$ cat src/rtl/decode_cycle.sv
// decode_cycle: RV32I instruction decode stage.
//   Holds the 32-entry register file (x0 hardwired to zero), the immediate
//   generator, the control decoder and the ID/EX pipeline register.
//   Every output is registered and is valid one clock after capture.
//
// Ports
//   clk, reset            rising-edge clock, synchronous active-high reset
//   pc_in, instr_in       instruction from fetch; valid_in marks a real one
//   stall, flush          hazard control (flush wins over stall)
//   wb_en, wb_rd, wb_data register file write port from write-back
//   pc_out .. illegal     ID/EX register contents for the execute stage
module decode_cycle #(
  parameter int unsigned WIDTH    = 32,
  parameter int unsigned REG_ADDR = 5
) (
  input  logic                clk,
  input  logic                reset,
  input  logic [WIDTH-1:0]    pc_in,
  input  logic [WIDTH-1:0]    instr_in,
  input  logic                valid_in,
  input  logic                stall,
  input  logic                flush,
  input  logic                wb_en,
  input  logic [REG_ADDR-1:0] wb_rd,
  input  logic [WIDTH-1:0]    wb_data,
  output logic [WIDTH-1:0]    pc_out,
  output logic [WIDTH-1:0]    rs1_data,
  output logic [WIDTH-1:0]    rs2_data,
  output logic [WIDTH-1:0]    imm,
  output logic [REG_ADDR-1:0] rs1,
  output logic [REG_ADDR-1:0] rs2,
  output logic [REG_ADDR-1:0] rd,
  output logic [3:0]          alu_ctrl,
  output logic                alu_src_imm,
  output logic                alu_src_pc,
  output logic [1:0]          result_src,
  output logic                reg_write,
  output logic                mem_read,
  output logic                mem_write,
  output logic                branch,
  output logic                jump,
  output logic                jalr,
  output logic [2:0]          funct3,
  output logic                valid_out,
  output logic                illegal
);

  localparam int unsigned NREGS = 1 << REG_ADDR;

  typedef enum logic [6:0] {
    OPC_LUI    = 7'b0110111,
    OPC_AUIPC  = 7'b0010111,
    OPC_JAL    = 7'b1101111,
    OPC_JALR   = 7'b1100111,
    OPC_BRANCH = 7'b1100011,
    OPC_LOAD   = 7'b0000011,
    OPC_STORE  = 7'b0100011,
    OPC_OPIMM  = 7'b0010011,
    OPC_OP     = 7'b0110011
  } opcode_e;

  typedef enum logic [3:0] {
    ALU_ADD   = 4'd0,
    ALU_SUB   = 4'd1,
    ALU_SLL   = 4'd2,
    ALU_SLT   = 4'd3,
    ALU_SLTU  = 4'd4,
    ALU_XOR   = 4'd5,
    ALU_SRL   = 4'd6,
    ALU_SRA   = 4'd7,
    ALU_OR    = 4'd8,
    ALU_AND   = 4'd9,
    ALU_PASSB = 4'd10
  } alu_e;

  typedef struct packed {
    logic                valid;
    logic [WIDTH-1:0]    pc;
    logic [WIDTH-1:0]    rs1_data;
    logic [WIDTH-1:0]    rs2_data;
    logic [WIDTH-1:0]    imm;
    logic [REG_ADDR-1:0] rs1;
    logic [REG_ADDR-1:0] rs2;
    logic [REG_ADDR-1:0] rd;
    alu_e                alu_ctrl;
    logic                alu_src_imm;
    logic                alu_src_pc;
    logic [1:0]          result_src;
    logic                reg_write;
    logic                mem_read;
    logic                mem_write;
    logic                branch;
    logic                jump;
    logic                jalr;
    logic [2:0]          funct3;
    logic                illegal;
  } idex_t;

  // funct3 -> ALU operation for the funct7 = 0 encodings of OP / OP-IMM
  function automatic alu_e alu_base(input logic [2:0] f3);
    case (f3)
      3'b000:  return ALU_ADD;
      3'b001:  return ALU_SLL;
      3'b010:  return ALU_SLT;
      3'b011:  return ALU_SLTU;
      3'b100:  return ALU_XOR;
      3'b101:  return ALU_SRL;
      3'b110:  return ALU_OR;
      default: return ALU_AND;
    endcase
  endfunction

  logic [WIDTH-1:0]    rf_q [NREGS];
  idex_t               idex_q, idex_d, dec;
  logic                legal;

  logic [6:0]          opcode;
  logic [2:0]          f3;
  logic [6:0]          f7;
  logic [REG_ADDR-1:0] rs1_idx, rs2_idx;
  logic [WIDTH-1:0]    rs1_val, rs2_val;
  logic [WIDTH-1:0]    imm_i, imm_s, imm_b, imm_u, imm_j;

  assign opcode  = instr_in[6:0];
  assign f3      = instr_in[14:12];
  assign f7      = instr_in[31:25];
  assign rs1_idx = instr_in[15 +: REG_ADDR];
  assign rs2_idx = instr_in[20 +: REG_ADDR];

  assign imm_i = {{(WIDTH-11){instr_in[31]}}, instr_in[30:20]};
  assign imm_s = {{(WIDTH-11){instr_in[31]}}, instr_in[30:25], instr_in[11:7]};
  assign imm_b = {{(WIDTH-12){instr_in[31]}}, instr_in[7], instr_in[30:25],
                  instr_in[11:8], 1'b0};
  assign imm_u = {{(WIDTH-31){instr_in[31]}}, instr_in[30:12], 12'b0};
  assign imm_j = {{(WIDTH-20){instr_in[31]}}, instr_in[19:12], instr_in[20],
                  instr_in[30:21], 1'b0};

  // Write-through: a same-cycle write-back to the source register is seen here
  always_comb begin
    rs1_val = '0;
    rs2_val = '0;
    if (rs1_idx != '0)
      rs1_val = (wb_en && wb_rd == rs1_idx) ? wb_data : rf_q[rs1_idx];
    if (rs2_idx != '0)
      rs2_val = (wb_en && wb_rd == rs2_idx) ? wb_data : rf_q[rs2_idx];
  end

  always_comb begin
    legal        = 1'b0;
    dec          = '0;
    dec.valid    = 1'b1;
    dec.pc       = pc_in;
    dec.rs1      = rs1_idx;
    dec.rs2      = rs2_idx;
    dec.rd       = instr_in[7 +: REG_ADDR];
    dec.funct3   = f3;
    dec.rs1_data = rs1_val;
    dec.rs2_data = rs2_val;
    case (opcode)
      OPC_LUI: begin
        legal = 1'b1; dec.imm = imm_u; dec.alu_ctrl = ALU_PASSB;
        dec.alu_src_imm = 1'b1; dec.reg_write = 1'b1;
      end
      OPC_AUIPC: begin
        legal = 1'b1; dec.imm = imm_u; dec.alu_ctrl = ALU_ADD;
        dec.alu_src_imm = 1'b1; dec.alu_src_pc = 1'b1; dec.reg_write = 1'b1;
      end
      OPC_JAL: begin
        legal = 1'b1; dec.imm = imm_j; dec.alu_ctrl = ALU_ADD;
        dec.alu_src_imm = 1'b1; dec.alu_src_pc = 1'b1; dec.reg_write = 1'b1;
        dec.jump = 1'b1; dec.result_src = 2'd2;
      end
      OPC_JALR: begin
        legal = (f3 == 3'b000); dec.imm = imm_i; dec.alu_ctrl = ALU_ADD;
        dec.alu_src_imm = 1'b1; dec.reg_write = 1'b1;
        dec.jump = 1'b1; dec.jalr = 1'b1; dec.result_src = 2'd2;
      end
      OPC_BRANCH: begin
        legal = !(f3 inside {3'b010, 3'b011}); dec.imm = imm_b;
        dec.alu_ctrl = ALU_SUB; dec.branch = 1'b1;
      end
      OPC_LOAD: begin
        legal = f3 inside {3'b000, 3'b001, 3'b010, 3'b100, 3'b101};
        dec.imm = imm_i; dec.alu_ctrl = ALU_ADD; dec.alu_src_imm = 1'b1;
        dec.mem_read = 1'b1; dec.reg_write = 1'b1; dec.result_src = 2'd1;
      end
      OPC_STORE: begin
        legal = (f3 <= 3'b010); dec.imm = imm_s; dec.alu_ctrl = ALU_ADD;
        dec.alu_src_imm = 1'b1; dec.mem_write = 1'b1;
      end
      OPC_OPIMM: begin
        dec.imm = imm_i; dec.alu_src_imm = 1'b1; dec.reg_write = 1'b1;
        case (f3)
          3'b001: begin legal = (f7 == 7'h00); dec.alu_ctrl = ALU_SLL; end
          3'b101: begin
            legal = (f7 == 7'h00) || (f7 == 7'h20);
            dec.alu_ctrl = f7[5] ? ALU_SRA : ALU_SRL;
          end
          // immediate arithmetic: upper bits are immediate, ADDI never subtracts
          default: begin legal = 1'b1; dec.alu_ctrl = alu_base(f3); end
        endcase
      end
      OPC_OP: begin
        dec.reg_write = 1'b1;
        if (f7 == 7'h00) begin
          legal = 1'b1; dec.alu_ctrl = alu_base(f3);
        end else if (f7 == 7'h20 && (f3 == 3'b000 || f3 == 3'b101)) begin
          legal = 1'b1; dec.alu_ctrl = (f3 == 3'b000) ? ALU_SUB : ALU_SRA;
        end
      end
      default: legal = 1'b0;
    endcase

    // Illegal encodings still travel down the pipe (valid) but must do nothing
    if (!legal) begin
      dec.imm         = '0;
      dec.alu_ctrl    = ALU_ADD;
      dec.alu_src_imm = 1'b0;
      dec.alu_src_pc  = 1'b0;
      dec.result_src  = 2'd0;
      dec.reg_write   = 1'b0;
      dec.mem_read    = 1'b0;
      dec.mem_write   = 1'b0;
      dec.branch      = 1'b0;
      dec.jump        = 1'b0;
      dec.jalr        = 1'b0;
      dec.illegal     = 1'b1;
    end

    // S/B formats reuse the rd field for immediate bits
    if (opcode == OPC_STORE || opcode == OPC_BRANCH)
      dec.rd = '0;
  end

  always_comb begin
    idex_d = '0;
    if (flush)         idex_d = '0;
    else if (stall)    idex_d = idex_q;
    else if (valid_in) idex_d = dec;
  end

  always_ff @(posedge clk) begin
    if (reset) idex_q <= '0;
    else       idex_q <= idex_d;
  end

  always_ff @(posedge clk) begin
    if (reset)
      rf_q <= '{default: '0};
    else if (wb_en && wb_rd != '0)
      rf_q[wb_rd] <= wb_data;
  end

  assign pc_out      = idex_q.pc;
  assign rs1_data    = idex_q.rs1_data;
  assign rs2_data    = idex_q.rs2_data;
  assign imm         = idex_q.imm;
  assign rs1         = idex_q.rs1;
  assign rs2         = idex_q.rs2;
  assign rd          = idex_q.rd;
  assign alu_ctrl    = idex_q.alu_ctrl;
  assign alu_src_imm = idex_q.alu_src_imm;
  assign alu_src_pc  = idex_q.alu_src_pc;
  assign result_src  = idex_q.result_src;
  assign reg_write   = idex_q.reg_write;
  assign mem_read    = idex_q.mem_read;
  assign mem_write   = idex_q.mem_write;
  assign branch      = idex_q.branch;
  assign jump        = idex_q.jump;
  assign jalr        = idex_q.jalr;
  assign funct3      = idex_q.funct3;
  assign valid_out   = idex_q.valid;
  assign illegal     = idex_q.illegal;

endmodule

$ cat config.mk
export PLATFORM = sky130hd
export DESIGN_NAME = decode_cycle
export DESIGN_NICKNAME = d
export VERILOG_FILES = /design/src/rtl/decode_cycle.sv
export SDC_FILE = /design/constraint.sdc
export NUM_CORES = 2
export LEC_CHECK = 0
export ABC_CLOCK_PERIOD_IN_PS = 3100
export BUFFER_PORTS_ARGS = -buffer_cell sky130_fd_sc_hd__clkbuf_2
export CAP_MARGIN = 15
export CORE_MARGIN = 2
export CORE_UTILIZATION = 25
export DETAILED_ROUTE_END_ITERATION = 10
export MAX_ROUTING_LAYER = met4
export PLACE_DENSITY = 0.46
export RECOVER_POWER = 25
export SKIP_LAST_GASP = 1
export SLEW_MARGIN = 5
export SYNTH_ARGS = -nofsm -noshare
export SYNTH_HDL_FRONTEND = slang
export SYNTH_SLANG_ARGS = --single-unit
$ cat constraint.sdc
create_clock -name clk -period 3.1 [get_ports clk]
set_input_delay 0.62 -clock clk [delete_from_list [all_inputs] [get_ports clk]]
set_output_delay 0.62 -clock clk [all_outputs]
set_load 0.05 [all_outputs]
==> flow_summary.yaml <==
outcome:
  status: "complete, but fails checks"
  violations: "max-capacitance violations, max-slew violations"
grt:
  grt_pass1_vias: 52000
  antenna_found_initial: 26
  gr-total-overflow: 0
  grt_max_degree: 198
  grt_pass1_wl_um: 409000
  grtUsageTotal: 0.247
placement:
  port_buffers: 268
  place_congestion: 0.894
  dp_hpwl_um: 190000
clocking:
  clock-sinks: 1185
  cts_tree: "built"
  postCtsSetupBuffers: 0
  htreeDepth: 4
  path_clk_slew_ns: 0.06
  root_buffer: "clkbuf_16"
  cts_buffers: 137
  ctsLongestPathBuffers: 3
  clk_latency_ns: 0.81
finish:
  num-nets-final: 6879
  drive_above_1_share: 0.204
  n_fill_cell: 24300
  syn2layout_area_growth_pct: 18.5
hold_path:
  holdPathStages: 3
  hold_class: "in -> reg"
  min_from: "pc_in[19]"
critical_path:
  cp-end-kind: "flop"
  worst_ep_arrival_time_ns: 3.47
  reg2reg_from: "rf_q[530]$_SDFFE_PP0P_"
  reg2reg_depth: 5
  crit_type: "in -> reg"
  required_ns: 3.77
  critical_path.startpoint_type: "primary input"
  crit_fanout: 17
  crit_start: "wb_rd[3]"
power:
  pwr-share-seq: 0.436
  p_leak_nw: 23.3
  p_int_mw: 26.1
  ir_worst_vdd_mv: 0.581
  switching_share: 0.264
  power_switching_mw: 9.38
  power_mw: 35.5
  power.density_nw_per_um2: 512
  pwr-share-clk: 0.475
  combPwrFrac: 0.090
yosys:
  ys_warn_count: 0
  synthDistinctLibCells: 79
  syn_area_um2: 58400
  post_synth.cell_area_avg_um2: 8.71
  synthCells: 6707
  synth_top_cell_by_area: "dfxtp_1"
  ys_top_cells_by_area: "dfxtp_1 41%, mux4_2 16%, nand2_1 14%, a21oi_1 9.0%, mux2i_1 4.1%"
  synth_edf_count: 0
  synth.net_count: 6814
  ys_seq_area_frac: 0.406
  netlist.area_leader.share: 0.406
  yosys_register_bits: 1185
  yosys_most_used_dff: "dfxtp_1"
  async_flop_share: 0
die:
  die_area_um2: 238000
  io_pins: 269
  coreArea_um2: 233000
  die_y_um: 487
  rows: 177
  die_w_um: 487
  initial_core_util: 0.251
drt:
  wl_met1_um: 117000
  vias_per_cell: 5.53
  met2_length_um: 136000
  drtIter0Drc: 6471
  post_drt_wl_per_cell_um: 29.6
  routed.top_layer: "met4"
  dr.pass1.iters: 6
  drc: 0
  routed_wl_um: 294000
  ant_nets: 0
  route.vias.total: 55000
  wl_met3_um: 25200
timing:
  fin_skew_ns: 0.0369
  holdWs_ns: 0.0624
  fmax_mhz: 357
  post-route-min-period_ns: 2.80
  hold_violations: 0
  drv_slew: 774
  finalSetupViolations: 0
  final.period_utilization: 0.903
  relSlewSlack: -0.622
  rsz0062_at_grt: "no"
  tightest_slew_ns: 2.43
job:
  max_cap_viol_count: 9
-- power groups by stage --
stage	sequential (mW)	clock (mW)	combinational, mW
after floorplan	15.8	0	1.71
after global placement	15.8	0	3.14
after detailed placement	15.8	0	3.15
after CTS	15.4	17.1	3.16
after global routing	15.5	17.6	3.28
final	15.4	16.8	3.19
-- through the flow --
stage	cells	setup slack (ns)	util	TNS (ns)	area, um^2
detailed placement	9674	0.0222	0.279	0	64900
CTS	9914	0.502	0.299	0	69400
finish	9940	0.301	0.298	0	69300
global route	9933	0.289	0.298	0	69200
global placement	9674	-0.0210	0.279	-0.0210	64900
floorplan	6707	0.745	-	0	58400
-- path summary, 6_finish.rpt --
check | slack, ns | to
setup reg to reg | 1.14 | rs2_data[18]$_SDFFE_PP0N_
hold / removal | 0.06 | pc_out[19]$_SDFFE_PP0N_
setup / recovery | 0.30 | rf_q[396]$_SDFFE_PP0P_
hold reg to reg | 0.46 | imm[12]$_SDFFE_PP0N_
-- worst max-delay path, stage by stage --
cell and delay, ns:
clkbuf_1 0.41, or3b_2 0.77, nor2_4 0.14, dlymetal6s2s_1 1.20
nand2_1 0.13, a21oi_1 0.16
-- layer usage --
layer	global-route usage	vias to the layer above
li1	-	23600
met1	0.304	27700
met2	0.383	2922
met3	0.0510	738
met4	0.129	0
met5	-	-
-- synthesized netlist by cell type (38+ instances only) --
master and instances:
o21ai_0 73, mux2i_1 238, a22oi_1 87, o22ai_1 53, a211oi_1 38, buf_2 123, mux4_2 420, nand2_1 2174
a21oi_1 1054, nor2b_1 39, dfxtp_1 1185, nor2_1 178, clkbuf_1 493
-- layout by cell type, fill, tap and decap left out, types with 36 or more instances in the layout --
cell type  Yosys  final
nor2_1       178    150
a211oi_1      38     38
o22ai_1       53     53
clkbuf_16      0    142
a22oi_1       87     87
a21oi_1     1054   1054
nand2_1     2174   2143
nor2b_1       39     36
buf_12         0     84
o21ai_0       73     73
clkbuf_2      13    270
dfxtp_1     1185   1185
mux2i_1      238    238
clkbuf_8       0     38
mux4_2       420    420
buf_4         18    249
-- registers in the layout, summed over array words and instances (netlist names), 2 cells and up --
signal and flops:
alu_ctrl 4, pc_out 32, rs1_data 32, funct3 3, rd 5, rs2 5
rf_q 1024, rs1 5, rs2_data 32, result_src 2, imm 32
-- cells by family (layout without fill, tap and decap cells) --
kind of cell | after synthesis | count (layout) | share of synthesized area
AND/OR/NAND/NOR | 2541 | 2541 | 0.172
XOR/XNOR | 13 | 13 | 0.00195
other | 0 | 26 | 0
AO/OA/AOI/OAI | 1567 | 1567 | 0.158
buffers and inverters | 709 | 873 | 0.0525
multiplexers | 692 | 692 | 0.209
flip-flops | 1185 | 1185 | 0.406
-- what timing repair did --
item,4_1_cts,5_1_grt
endpoints found under the hold margin,2,0
endpoints found under the setup margin,0,0
resized for setup,0,0
hold buffers,2,0
-- area by class of cell --
cell class / count / area (um^2) / area share
multi-input combinational: 4813 / 32000 / 0.461
sequential: 1185 / 23700 / 0.343
timing repair buffer: 627 / 5100 / 0.0736
clock buffer: 204 / 4170 / 0.0602
tap: 3043 / 3810 / 0.0550
clock inverter: 34 / 402 / 0.00580
antenna: 26 / 65.1 / 0.000939
inverter: 8 / 37.5 / 0.000542
(Power assumes the default switching activity.)
